**config.mk**
```make
export PLATFORM = sky130hd
export DESIGN_NAME = pipe_fetch_unit
export DESIGN_NICKNAME = d
export VERILOG_FILES = /design/src/rtl/pipe_fetch_unit_pkg.sv /design/src/rtl/pipe_fetch_unit_npc_mux.sv /design/src/rtl/pipe_fetch_unit.sv
export SDC_FILE = /design/constraint.sdc
export NUM_CORES = 1
export LEC_CHECK = 0
export ABC_AREA = 1
export CORE_ASPECT_RATIO = 2
export CORE_MARGIN = 1.5
export CORE_UTILIZATION = 50
export CTS_BUF_LIST = sky130_fd_sc_hd__clkbuf_8
export DETAILED_ROUTE_END_ITERATION = 8
export PLACE_DENSITY = 0.85
export SYNTH_ARGS = -nofsm -noshare
export SYNTH_HDL_FRONTEND = slang
export SYNTH_SLANG_ARGS = --single-unit
```
**constraint.sdc**
```tcl
create_clock -name clock -period 6.7 [get_ports clock]
set_input_delay 1.005 -clock clock [delete_from_list [all_inputs] [get_ports clock]]
set_output_delay 1.005 -clock clock [all_outputs]
set_load 0.005 [all_outputs]
```
**src/rtl/pipe_fetch_unit_pkg.sv**
```systemverilog
// Shared pipeline definitions for the fetch stage: next-PC select codes,
// fetch FSM states and default constants.
package pipe_fetch_unit_pkg;

    typedef enum logic [1:0] {
        PCSRC_SEQ = 2'b00,
        PCSRC_BR  = 2'b01,
        PCSRC_JR  = 2'b10,
        PCSRC_J   = 2'b11
    } pcsrc_e;

    typedef enum logic {
        S_REQ   = 1'b0,
        S_VALID = 1'b1
    } fetch_state_e;

    localparam logic [31:0] DEFAULT_RESET_PC = 32'h0000_0000;
    localparam logic [31:0] DEFAULT_NOP_INST = 32'h0000_0000;

    // 32-bit wrap-around increment; no alignment check on purpose
    function automatic logic [31:0] pc_inc(input logic [31:0] pc);
        return pc + 32'd4;
    endfunction

endpackage

```
**src/rtl/pipe_fetch_unit_npc_mux.sv**
```systemverilog
// Combinational 4:1 next-PC select between sequential, branch, register
// jump and jump targets.
module npc_mux
    import pipe_fetch_unit_pkg::*;
(
    input  logic [1:0]  sel,
    input  logic [31:0] pc_plus4,
    input  logic [31:0] bpc,
    input  logic [31:0] rpc,
    input  logic [31:0] jpc,
    output logic [31:0] npc
);

    // Select the next PC source
    always_comb begin
        npc = pc_plus4;
        case (sel)
            PCSRC_SEQ: npc = pc_plus4;
            PCSRC_BR:  npc = bpc;
            PCSRC_JR:  npc = rpc;
            PCSRC_J:   npc = jpc;
            default:   npc = pc_plus4;
        endcase
    end

endmodule

```
**src/rtl/pipe_fetch_unit.sv**
```systemverilog
// IF stage: PC register, req/ack instruction fetch FSM with in-flight
// redirect kill, and the instruction buffer presented to IF/ID.
module pipe_fetch_unit
    import pipe_fetch_unit_pkg::*;
#(
    parameter logic [31:0] RESET_PC = DEFAULT_RESET_PC,
    parameter logic [31:0] NOP_INST = DEFAULT_NOP_INST
) (
    input  logic        clock,
    input  logic        reset,
    input  logic        wpcir,
    input  logic [1:0]  pcsource,
    input  logic [31:0] bpc,
    input  logic [31:0] rpc,
    input  logic [31:0] jpc,
    output logic        imem_req,
    output logic [31:0] imem_addr,
    input  logic        imem_ack,
    input  logic [31:0] imem_rdata,
    output logic [31:0] pc4,
    output logic [31:0] ins,
    output logic        ins_valid,
    output logic        bubble
);

    fetch_state_e state_r, state_s;
    logic [31:0]  pc_r, pc_s;
    logic         kill_r, kill_s;
    logic [31:0]  redirect_pc_r, redirect_pc_s;
    logic [31:0]  ibuf_r, ibuf_s;
    logic [31:0]  pc4_r, pc4_s;
    logic [31:0]  pc_plus4_s;
    logic [31:0]  npc_s;
    logic         redir_s;

    assign pc_plus4_s = pc_inc(pc_r);
    // A redirect only counts when ID is not stalling; reset masks it so bubble reads 1
    assign redir_s    = wpcir & (pcsource != PCSRC_SEQ) & ~reset;
    assign bubble     = ~redir_s;

    npc_mux u_npc_mux (
        .sel      (pcsource),
        .pc_plus4 (pc_plus4_s),
        .bpc      (bpc),
        .rpc      (rpc),
        .jpc      (jpc),
        .npc      (npc_s)
    );

    // Next-state logic for the fetch FSM, PC, kill tracking and buffers
    always_comb begin
        state_s       = state_r;
        pc_s          = pc_r;
        kill_s        = kill_r;
        redirect_pc_s = redirect_pc_r;
        ibuf_s        = ibuf_r;
        pc4_s         = pc4_r;
        case (state_r)
            S_REQ: begin
                if (imem_ack) begin
                    if (kill_r) begin
                        pc_s   = redir_s ? npc_s : redirect_pc_r;
                        kill_s = 1'b0;
                    end else if (redir_s) begin
                        pc_s = npc_s;
                    end else begin
                        ibuf_s  = imem_rdata;
                        pc4_s   = pc_plus4_s;
                        state_s = S_VALID;
                    end
                end else if (redir_s) begin
                    // pc must stay put while the request is outstanding
                    redirect_pc_s = npc_s;
                    kill_s        = 1'b1;
                end else begin
                    state_s = S_REQ;
                end
            end
            S_VALID: begin
                if (wpcir) begin
                    pc_s    = npc_s;
                    state_s = S_REQ;
                end else begin
                    state_s = S_VALID;
                end
            end
            default: begin
                state_s = S_REQ;
            end
        endcase
    end

    // State and datapath registers
    always_ff @(posedge clock or posedge reset) begin
        if (reset) begin
            state_r       <= S_REQ;
            pc_r          <= RESET_PC;
            kill_r        <= 1'b0;
            redirect_pc_r <= 32'h0000_0000;
            ibuf_r        <= NOP_INST;
            pc4_r         <= pc_inc(RESET_PC);
        end else begin
            state_r       <= state_s;
            pc_r          <= pc_s;
            kill_r        <= kill_s;
            redirect_pc_r <= redirect_pc_s;
            ibuf_r        <= ibuf_s;
            pc4_r         <= pc4_s;
        end
    end

    // Output decode from the FSM state
    always_comb begin
        imem_addr = pc_r;
        pc4       = pc4_r;
        if (state_r == S_VALID) begin
            imem_req  = 1'b0;
            ins       = ibuf_r;
            ins_valid = 1'b1;
        end else begin
            imem_req  = 1'b1;
            ins       = NOP_INST;
            ins_valid = 1'b0;
        end
    end

endmodule

```
==> report_table.html <==
<table>
<tr><th>Metric</th><th>Value</th></tr>
<tr><th colspan="2">Logic synthesis</th></tr>
<tr><td>Most instantiated flip-flop cell in the synthesis netlist</td><td>sky130_fd_sc_hd__dfrtp_1</td></tr>
<tr><td>Synth Area in Adders</td><td>0.00167</td></tr>
<tr><td>Average cell area after synthesis</td><td>about 7 um2</td></tr>
<tr><td>Fraction of synthesized cell area in xor and xnor cells</td><td>0.0199</td></tr>
<tr><td>Simple-gate share of the synthesized area</td><td>0.347</td></tr>
<tr><td>Portion of the post-synthesis area used by sequential elements</td><td>0.436</td></tr>
<tr><td>Yosys warning total</td><td>0</td></tr>
<tr><td>Multiplexer share of the synthesized area</td><td>0.00268</td></tr>
<tr><td>Distinct cells, synth</td><td>33</td></tr>
<tr><td>Area fraction in compound gates after synthesis</td><td>0.107</td></tr>
<tr><td>Number of instances in the synthesized netlist</td><td>roughly 1,100</td></tr>
<tr><td>Syn Std Cell Area</td><td>approximately 7500 um2</td></tr>
<tr><td>Number of flops mapped to enable cells by yosys</td><td>0</td></tr>
<tr><td>Register bit count reported by yosys</td><td>130</td></tr>
<tr><td>Main combinational cell family by area after synthesis</td><td>simple AND/OR/NAND/NOR gates</td></tr>
<tr><td>Async SR Flop Fraction</td><td>1.00</td></tr>
<tr><td>Synth Net Count</td><td>1,224</td></tr>
<tr><th colspan="2">Final layout</th></tr>
<tr><td>Count of antenna diodes in the layout</td><td>0</td></tr>
<tr><td>Final instance area</td><td>between 10,000 and 15,000 um2</td></tr>
<tr><td>Most common library cell in the layout ignoring fill and taps</td><td>sky130_fd_sc_hd__nand2_1</td></tr>
<tr><td>Net count reported at finish</td><td>around 1,400</td></tr>
<tr><td>Area occupied by registers</td><td>around 3300 um2</td></tr>
<tr><td>Non-Filler Instances</td><td>between 1,000 and 1,500</td></tr>
<tr><td>Multi-input gate area</td><td>roughly 3600 um2</td></tr>
<tr><td>Fraction of layout cells with a size suffix above 1</td><td>0.0483</td></tr>
<tr><td>Count of fill cells added during filler insertion</td><td>1,296</td></tr>
<tr><td>Most frequent cells in the layout</td><td>sky130_fd_sc_hd__nand2_1, sky130_fd_sc_hd__clkdlybuf4s50_1, sky130_fd_sc_hd__dfrtp_1, sky130_fd_sc_hd__inv_1, sky130_fd_sc_hd__nand3_1</td></tr>
<tr><td>Area growth syn-to-layout</td><td>37.2%</td></tr>
<tr><th colspan="2">Timing</th></tr>
<tr><td>Setup TNS</td><td>0 ps</td></tr>
<tr><td>Clock Skew</td><td>9.35 ps</td></tr>
<tr><td>Measured slew at the worst slew-check pin</td><td>approximately 1100 ps</td></tr>
<tr><td>Setup-violating endpoint count in the final report</td><td>0</td></tr>
<tr><td>Final hold vios</td><td>0</td></tr>
<tr><td>Total count of max-transition violations in the final report</td><td>0</td></tr>
<tr><td>Headroom to the max-slew limit</td><td>0.252</td></tr>
<tr><td>Fmax achieved</td><td>0.252 GHz</td></tr>
<tr><td>RSZ-0062 raised after global routing</td><td>no</td></tr>
<tr><td>Final setup margin</td><td>approximately 2700 ps</td></tr>
<tr><td>Final clock period utilization by the worst path</td><td>0.591</td></tr>
<tr><td>Min cycle time layout</td><td>3960 ps</td></tr>
<tr><th colspan="2">Routing</th></tr>
<tr><td>Vias per cell</td><td>5.21</td></tr>
<tr><td>WL final</td><td>between 20,000 and 25,000 um</td></tr>
<tr><td>First-pass DRT Iterations</td><td>5</td></tr>
<tr><td>Starting DRT DRC Count</td><td>between 500 and 600</td></tr>
<tr><td>DRC</td><td>0</td></tr>
<tr><td>Via total after detailed routing</td><td>slightly below 8,000</td></tr>
<tr><td>Final routed wire length divided by cell count</td><td>15.2 um</td></tr>
<tr><td>Count of antenna-violating nets left after detailed routing</td><td>0</td></tr>
<tr><th colspan="2">Global route</th></tr>
<tr><td>First-pass GRT wire length</td><td>around 37,000 um</td></tr>
<tr><td>Vias in the first global route</td><td>~7,500</td></tr>
<tr><td>Most utilized layer in the global route result</td><td>met2</td></tr>
<tr><td>Global routing usage summed across all routing layers</td><td>0.300</td></tr>
<tr><td>Initial antenna violation count</td><td>0</td></tr>
<tr><td>Largest net degree at the start of global routing</td><td>84</td></tr>
<tr><td>GR Layer Usage met3</td><td>0.0484</td></tr>
<tr><td>Met1 Use GR</td><td>0.357</td></tr>
<tr><td>Total overflow reported by the global router</td><td>0</td></tr>
<tr><td>Routing usage on met2</td><td>0.522</td></tr>
<tr><th colspan="2">Floorplanning</th></tr>
<tr><td>CORE AREA</td><td>roughly 15,000 um2</td></tr>
<tr><td>Vertical extent of the die</td><td>between 150 and 200 um</td></tr>
<tr><td>Area enclosed by the die boundary</td><td>between 15,000 and 20,000 um2</td></tr>
<tr><td>Effective utilization at floorplan</td><td>0.507</td></tr>
<tr><td>IO Pins</td><td>between 200 and 250</td></tr>
<tr><td>Placement row count</td><td>between 60 and 70</td></tr>
<tr><td>Die span in x</td><td>just under 90 um</td></tr>
<tr><th colspan="2">Hold path</th></tr>
<tr><td>Type of the tightest min-delay check</td><td>reg2reg</td></tr>
<tr><td>Hold path start</td><td>ibuf_r[6]$_DFFE_PP0P_</td></tr>
<tr><th colspan="2">Job</th></tr>
<tr><td>Count of maximum capacitance violations</td><td>0</td></tr>
<tr><th colspan="2">Critical path</th></tr>
<tr><td>Crit-path slowest cell</td><td>sky130_fd_sc_hd__clkdlybuf4s50_1</td></tr>
<tr><td>Setup crit start</td><td>pcsource[0]</td></tr>
<tr><td>Type of origin of the critical path</td><td>input port</td></tr>
<tr><td>Crit path arrival time</td><td>2960 ps</td></tr>
<tr><td>Crit path required time</td><td>around 5700 ps</td></tr>
<tr><td>Family with the most delay on the worst path</td><td>buffers and inverters</td></tr>
<tr><td>Critical-path cell list</td><td>clkdlybuf4s50_1, nor2_2, buf_4, inv_4, nand2_8, clkdlybuf4s50_1</td></tr>
<tr><td>Crit Path Category</td><td>in2out</td></tr>
<tr><td>Category of the worst setup path capture point</td><td>output pin</td></tr>
<tr><td>Delay of the slowest cell on the worst path</td><td>roughly 550 ps</td></tr>
<tr><td>Reg-to-Reg Start</td><td>state_r$_DFF_PP0_</td></tr>
<tr><td>Largest driver fanout on the critical path</td><td>29</td></tr>
<tr><td>Cell occurring most often along the worst timing path</td><td>sky130_fd_sc_hd__clkdlybuf4s50_1</td></tr>
<tr><td>Buf+Inv Stages, Crit Path</td><td>4</td></tr>
<tr><th colspan="2">Clock tree</th></tr>
<tr><td>Clock slew at the register clock pins of the worst setup and hold paths</td><td>80 ps</td></tr>
<tr><td>CTS tree</td><td>yes</td></tr>
<tr><td>Count of H-tree levels built during CTS</td><td>4</td></tr>
<tr><td>Post-CTS Hold Fix Bufs</td><td>0</td></tr>
<tr><td>Worst-skew pair later-pin latency</td><td>440 ps</td></tr>
<tr><td>Post-CTS resize count</td><td>0</td></tr>
<tr><td>Post CTS Setup Buffer Count</td><td>0</td></tr>
<tr><td>Clock net sink count</td><td>130</td></tr>
<tr><td>Maximum count of clock buffers along a single path</td><td>2</td></tr>
<tr><td>Num CTS Buffers</td><td>17</td></tr>
<tr><td>Clock root buffer master</td><td>sky130_fd_sc_hd__clkbuf_8</td></tr>
<tr><th colspan="2">Placed design</th></tr>
<tr><td>Number of instances in the placed design</td><td>about 1,500</td></tr>
<tr><td>DP Area</td><td>9840 um2</td></tr>
<tr><td>Post-Place Setup Slack</td><td>2530 ps</td></tr>
<tr><td>Detailed placer's ending HPWL</td><td>~17,000 um</td></tr>
<tr><td>Number of input and output port buffers inserted</td><td>between 200 and 250</td></tr>
<tr><td>GPL Wtd Cong</td><td>between 0.8 and 0.9</td></tr>
<tr><th colspan="2">Power</th></tr>
<tr><td>Max VDD drop</td><td>between 0.15 and 0.2 mV</td></tr>
<tr><td>Power per unit of standard cell area</td><td>approximately 360 nW/um2</td></tr>
<tr><td>Power after layout</td><td>roughly 3.7 mW</td></tr>
<tr><td>Leakage dissipation</td><td>4.89 nW</td></tr>
<tr><th colspan="2">Run status</th></tr>
<tr><td>Result of the run</td><td>finished clean</td></tr>
</table>
==> worst min-delay path, delay by kind of cell, from the launching register on <==
| family | cells | cell delay, ps |
|---|---|---|
| DFF | 1 | 350 |
| and+or+nand+nor | 2 | 90 |
==> final timing paths <==
kind / depth (start not counted) / endpoint / slack (ps)
worst max-delay path: 6 / bubble / 2740
worst min-delay path: 2 / ibuf_r[6]$_DFFE_PP0P_ / 470
worst max register to register: 7 / state_r$_DFF_PP0_ / 4410
worst min register to register: 2 / ibuf_r[6]$_DFFE_PP0P_ / 470
max in group asynchronous: 3 / ibuf_r[21]$_DFFE_PP0P_ / 4250
min in group asynchronous: 2 / redirect_pc_r[19]$_DFFE_PP0P_ / 1250
==> where the power goes <==
group          switching [mW]  total, mW  internal (mW)  leakage (nW)
Sequential              0.308       1.45           1.15          1.60
Combinational           0.800       1.60          0.799          3.10
Clock                   0.332      0.678          0.345         0.198
Total                    1.44       3.73           2.29          4.89
==> through the flow <==
step | hold slack (ps) | utilization
2_1_floorplan | 442 | -
3_3_place_gp | 453 | 0.668
3_5_place_dp | 458 | 0.668
4_1_cts | 478 | 0.695
5_1_grt | 492 | 0.695
6_report | 474 | 0.695
==> logic make-up (layout without fill, tap and decap cells) <==
family / count (synthesis) / count (layout)
simple gates: 635 / 635
buf+inv: 155 / 370
compound gates: 149 / 149
flops: 130 / 130
xor+xnor: 17 / 17
mux: 2 / 2
fa+ha+maj: 1 / 1
==> cells in the mapped netlist, drive strengths merged (2+ instances only) <==
| cell type | count | area share |
|---|---|---|
| nand2 | 460 | 0.23 |
| dfrtp | 129 | 0.43 |
| inv | 98 | 0.050 |
| nand3 | 91 | 0.061 |
| o21ai | 85 | 0.057 |
| nor2 | 67 | 0.038 |
| buf | 36 | 0.026 |
| a21oi | 35 | 0.023 |
| clkbuf | 21 | 0.011 |
| a31oi | 9 | 0.0075 |
| xor2 | 9 | 0.011 |
| nand4 | 8 | 0.0067 |
| o21a | 8 | 0.0080 |
| xnor2 | 8 | 0.0094 |
| o211ai | 7 | 0.0070 |
| o22ai | 4 | 0.0033 |
| and2 | 3 | 0.0025 |
| mux2i | 2 | 0.0027 |
| nand3b | 2 | 0.0020 |
| nor3 | 2 | 0.0013 |
| or2 | 2 | 0.0017 |
==> state kept, by name, summed over array words and instances, names as in the netlist <==
register / cells
pc4: 32
redirect_pc_r: 32
imem_addr: 32
state_r: 1
ibuf_r: 32
kill_r: 1
==> routing by layer <==
metal / up-vias / share of wire
li1: 3851 / -
met4: 0 / 0.039
met3: 58 / 0.059
met2: 344 / 0.52
met1: 3563 / 0.38
met5: - / 0
==> cell type report <==
| type | instances | area share |
|---|---|---|
| clock inverter | 14 | 0.0153 |
| clock buffer | 18 | 0.0242 |
| inverter | 98 | 0.0364 |
| sequential | 130 | 0.318 |
| tap | 195 | 0.0238 |
| multi-input combinational | 804 | 0.350 |
| timing repair buffer | 240 | 0.232 |
No activity file was read; power rests on OpenSTA's default activity.
